$ cat src/rtl/expr_result_misr.sv
// Capture stage for the packed expression result bus: folds each accepted
// vector into a MISR signature and compares it with an expected value at the end of a run.
module expr_result_misr #(
  parameter int unsigned           Y_W   = 90,
  parameter int unsigned           SIG_W = 32,
  parameter logic [SIG_W-1:0]      POLY  = 32'h04C11DB7,
  parameter logic [SIG_W-1:0]      SEED  = 32'hFFFFFFFF,
  parameter int unsigned           CNT_W = 16
) (
  input  logic             clk,
  input  logic             rst,
  input  logic             start,
  input  logic [CNT_W-1:0] num_vec,
  input  logic             in_valid,
  output logic             in_ready,
  input  logic [Y_W-1:0]   in_y,
  input  logic [SIG_W-1:0] exp_sig,
  output logic [SIG_W-1:0] sig,
  output logic [CNT_W-1:0] vec_cnt,
  output logic             busy,
  output logic             done,
  output logic             pass
);

  localparam int unsigned NCHUNK = (Y_W + SIG_W - 1) / SIG_W;

  typedef enum logic [1:0] {
    S_IDLE,
    S_RUN,
    S_CHECK,
    S_DONE
  } state_t;

  state_t                    state;
  logic [CNT_W-1:0]          num_lat;
  logic [NCHUNK*SIG_W-1:0]   y_pad;
  logic [SIG_W-1:0]          fold;
  logic [SIG_W-1:0]          sig_next;

  // Top chunk is zero-extended by padding in_y up to a whole number of chunks.
  always_comb begin
    y_pad = '0;
    y_pad[Y_W-1:0] = in_y;
    fold = '0;
    for (int unsigned i = 0; i < NCHUNK; i++) begin
      fold = fold ^ y_pad[i*SIG_W +: SIG_W];
    end
    sig_next = {sig[SIG_W-2:0], 1'b0} ^ (sig[SIG_W-1] ? POLY : '0) ^ fold;
  end

  always_ff @(posedge clk) begin
    if (rst) begin
      state    <= S_IDLE;
      sig      <= '0;
      vec_cnt  <= '0;
      num_lat  <= '0;
      in_ready <= 1'b0;
      busy     <= 1'b0;
      done     <= 1'b0;
      pass     <= 1'b0;
    end else begin
      case (state)
        S_IDLE, S_DONE: begin
          if (start) begin
            sig      <= SEED;
            vec_cnt  <= '0;
            num_lat  <= num_vec;
            pass     <= 1'b0;
            busy     <= 1'b1;
            done     <= 1'b0;
            in_ready <= (num_vec != '0);
            state    <= (num_vec == '0) ? S_CHECK : S_RUN;
          end
        end
        S_RUN: begin
          if (in_valid && in_ready) begin
            sig     <= sig_next;
            vec_cnt <= vec_cnt + CNT_W'(1);
            if (vec_cnt == num_lat - CNT_W'(1)) begin
              in_ready <= 1'b0;
              state    <= S_CHECK;
            end
          end
        end
        S_CHECK: begin
          pass  <= (sig == exp_sig);
          busy  <= 1'b0;
          done  <= 1'b1;
          state <= S_DONE;
        end
        default: begin
          state    <= S_IDLE;
          in_ready <= 1'b0;
          busy     <= 1'b0;
          done     <= 1'b0;
        end
      endcase
    end
  end

endmodule
$ cat config.mk
export PLATFORM = sky130hd
export DESIGN_NAME = expr_result_misr
export DESIGN_NICKNAME = d
export VERILOG_FILES = /design/src/rtl/expr_result_misr.sv
export SDC_FILE = /design/constraint.sdc
export NUM_CORES = 1
export LEC_CHECK = 0
export CAP_MARGIN = 5
export CORE_ASPECT_RATIO = 1.4
export CORE_UTILIZATION = 46
export DETAILED_ROUTE_END_ITERATION = 10
export PLACE_DENSITY = 0.94
export SETUP_SLACK_MARGIN = 0.1
export SLEW_MARGIN = 0
export SYNTH_ARGS = -nofsm -noshare
export SYNTH_HDL_FRONTEND = slang
export SYNTH_SLANG_ARGS = --single-unit
$ cat constraint.sdc
create_clock -name clk -period 4.8 [get_ports clk]
set_clock_uncertainty 0.2 [all_clocks]
set_input_delay 0.96 -clock clk [delete_from_list [all_inputs] [get_ports clk]]
set_output_delay 0.96 -clock clk [all_outputs]
set_load 0.01 [all_outputs]
==> impl_results.md <==
- Outcome: finished, final reports clean
- Capture point of the worst reg-to-reg path: state[0]$_SDFFE_PP0P_
- Residual overflow from global routing: 0
- Area grow syn2layout: 49.8%
- Gate count of the mapped netlist: about 530
- Die span in x: 85.4 µm
- Placed Instance Area: 6450 µm²
- Starting utilization of the core area: 47.4%
- Register area: 1400 µm²
- Number of cells on the worst reg-to-reg path: 9
- Antenna violations before repair: 0
- Total non-filler cell area in the finished layout: 6710 µm²
- Synth warn: 0
- Worst slew margin relative to its limit: 12.1%
- Std-Cell Core Area: 9460 µm²
- GR Util All Layers: 30.0%
- Category of the worst setup path launch point: register
- Count of cells along the worst hold path: 2
- List of cells traversed by the critical path: inv_1 > ha_1 > nor4b_4 > nand3b_1 > a2111o_1 > nor4b_2 > nand4_1 > o21ba_2 > mux2_4
- Leakage power summed over all cells: 2.43 nW
- Capture point of the critical path: state[0]$_SDFFE_PP0P_
- DP Wirelength: around 12000 µm
- Post-CTS Hold Fix Bufs: 0
- Maximum VDD drop: 0.000258 V
- Number of violations of the max-capacitance limit: 0
- Most common library cell in the layout ignoring fill and taps: sky130_fd_sc_hd__clkdlybuf4s50_1
- Final Wtd Congestion: 0.915
- Count of input and output buffers: between 150 and 200
- Post-DRT Antenna Nets: 0
- Area share of and/or/nand/nor cells after synthesis: 19.1%
- Final wirelength: 15000 µm
- Fraction of the yosys area taken by sequential cells: a little under a third
- Synthesized net count: 680
- Crit path max fanout: 6
- Wire per inst: 18.1 µm
- Filler cell count in the final layout: 696
- H-tree lvl count: 3
- Startpoint of the lowest-slack register-to-register path: num_lat[0]$_SDFFE_PP0P_
- Synthesized-area fraction occupied by adder cells: under 10%
- Met1 routing resource usage after global routing: 32.8%
- Detailed-route vias per instance: 5.51
- Resize count post-CTS: 0
- Fraction of registers with async set or reset after synthesis: 0%
- Worst path required time: 4810 ps
- Combinational family with the most area after synthesis: XOR/XNOR gates
- Number of clock sinks: 70
- IO Count: 194
- Flops & latches, synth: 70
- Net count reported at finish: 859
- Max Clk Rate: between 300 and 400 MHz
- Number of optimization iterations in the first detailed-route pass: 5
- DIE HEIGHT: 119 µm
- Arrival time at the worst endpoint: 3070 ps
- Slack of the worst reg-to-reg path: between 1500 and 2000 ps
- Compound-cell area share of the yosys netlist: between 10 and 15%
- Diodes inserted: 0
- Post-route total power: 3.68 mW
- Die Footprint: 10100 µm²
- Pin count of the biggest net entering global routing: 60
- XOR/XNOR share of the synthesized area: between 30% and 40%
- Bufs on Longest Clock Path: 2
- Number of placement rows: 42
- Mean area per synthesized cell: 8.39 µm²
- Worst Path Class, Setup: reg2reg
- Highest-count cells in the layout ignoring fill and taps: sky130_fd_sc_hd__clkdlybuf4s50_1, sky130_fd_sc_hd__xnor2_1, sky130_fd_sc_hd__dfxtp_1, sky130_fd_sc_hd__nor2_1, sky130_fd_sc_hd__xor2_1
- Clock tree from TritonCTS: built
- Count of flip-flops with a built-in enable after synthesis: 0
- Util after Layout: ~70%
- Clock Latency Late Sink: 330 ps
- Setup repair bufs after CTS: 0
- Proportion of layout cells with a drive suffix above 1: under 10%
- Most used flip-flop cell after synthesis: sky130_fd_sc_hd__dfxtp_1
- Tmin final: 3050 ps
- Total standard cell area after synthesis: ~4500 µm²
- Unrepaired setup endpoints after global routing: false
- Final setup vio count: 0
- TritonCTS Buffers: 9
- Wire length of the first global-routing pass: 22900 µm
- Post-synthesis mux area share: 0.894%
- Netlist cell types: 44
- Capturing element type of the critical path: register
- Root buffer cell: sky130_fd_sc_hd__clkbuf_16
- Worst path max stage delay: 440 ps
- Count of pins over their slew limit: 0
- Hold WC Path Type: reg2reg
- Vias post-DR: 4552
- Residual DRC count: 0
- Clock transition at the registers of the reported paths: approximately 50 ps
- Violation count after the first detailed-route iteration: 276
- Worst setup path startpoint: num_lat[0]$_SDFFE_PP0P_
- Met3 demand-to-capacity share in global routing: 5.10%
- Met2 track demand over resource in global routing: ~54%
- Tightest Pin Transition: 1310 ps
- Via count of the first global-routing pass: 4496
- Global-route layer with the greatest usage: met2
- Total Neg Setup Slack: 0 ps
- Startpoint of the lowest-slack hold path: pass$_SDFFE_PP0P_
- Area taken by multi-input logic gates: 2950 µm²
- Final-report hold violation count: 0
- Tcrit/Tclk final: between 60% and 70%
- Cell at the slowest stage of the critical path: sky130_fd_sc_hd__a2111o_1
- Pwr/cell area: 548 nW/µm²
[logic make-up after synthesis]
logic type                 Yosys count
AOI/OAI and AO/OA                   75
xor gates and xnor gates           171
adders and majority gates            4
buffers and inverters               33
DFF                                 70
muxes                                3
and+or+nand+nor                    178
[per-layer routing]
metal / wire, µm / share of wire, %
met1: 5450 / 36
met2: 7790 / 52
met3: 1130 / 7.6
met4: 601 / 4.0
met5: 0 / 0
[synth_stat cells, types with 3 or more instances]
master	n	area, µm²
sky130_fd_sc_hd__a211oi_1	15	113
sky130_fd_sc_hd__a21oi_1	24	120
sky130_fd_sc_hd__a311oi_1	6	52.6
sky130_fd_sc_hd__a41oi_1	3	26.3
sky130_fd_sc_hd__clkbuf_1	22	82.6
sky130_fd_sc_hd__dfxtp_1	70	1400
sky130_fd_sc_hd__ha_1	4	50.1
sky130_fd_sc_hd__inv_1	6	22.5
sky130_fd_sc_hd__nand2_1	45	169
sky130_fd_sc_hd__nand2b_1	3	18.8
sky130_fd_sc_hd__nand3_1	13	65.1
sky130_fd_sc_hd__nand4_1	13	81.3
sky130_fd_sc_hd__nor2_1	68	255
sky130_fd_sc_hd__nor2b_1	4	25.0
sky130_fd_sc_hd__nor3_1	7	35.0
sky130_fd_sc_hd__nor4_1	12	75.1
sky130_fd_sc_hd__o21ai_1	3	15.0
sky130_fd_sc_hd__o22ai_1	14	87.6
sky130_fd_sc_hd__xnor2_1	104	911
sky130_fd_sc_hd__xor2_1	67	587
[power breakdown]
part           switching, mW  internal, mW
clock network          0.236         0.356
logic                  0.980          1.03
registers              0.303         0.773
total                   1.52          2.16
[flip-flops by register name, summed over array words and instances (netlist names)]
name / cells
busy: 1
done: 1
in_ready: 1
num_lat: 16
pass: 1
sig: 32
state: 2
vec_cnt: 16
[area by class of cell]
class	count	area share, %
well taps	110	2.05
clock buffers	12	3.67
clock inverters	2	0.149
flip-flops and latches	70	20.9
multi-input cells	431	44.0
repair buffers	195	28.9
inverters	6	0.336
[stage by stage]
step                hold WS [ps]  cells  setup slack (ps)
finish                       253    826              1750
CTS                          256    826              1790
global placement             244    812              1540
floorplan                    249    534              2120
global route                 281    826              1590
detailed placement           248    812              1460
[how the worst min path moves through the flow]
stage,endpoint,slack (ps)
finish,pass$_SDFFE_PP0P_,250
global placement,pass$_SDFFE_PP0P_,240
detailed placement,pass$_SDFFE_PP0P_,250
global route,pass$_SDFFE_PP0P_,280
floorplan,num_lat[15]$_SDFFE_PP0P_,250
CTS,pass$_SDFFE_PP0P_,260
[critical path, delay by kind of cell, from the launching register on]
kind,cells,cell delay (ps)
AND/OR/NAND/NOR,4,1050
AO/OA/AOI/OAI,2,680
flip-flops,1,370
multiplexers,1,290
adder cells (fa/ha/maj),1,260
buffers and inverters,1,90
Note: power is estimated with default switching activity, not from simulation.
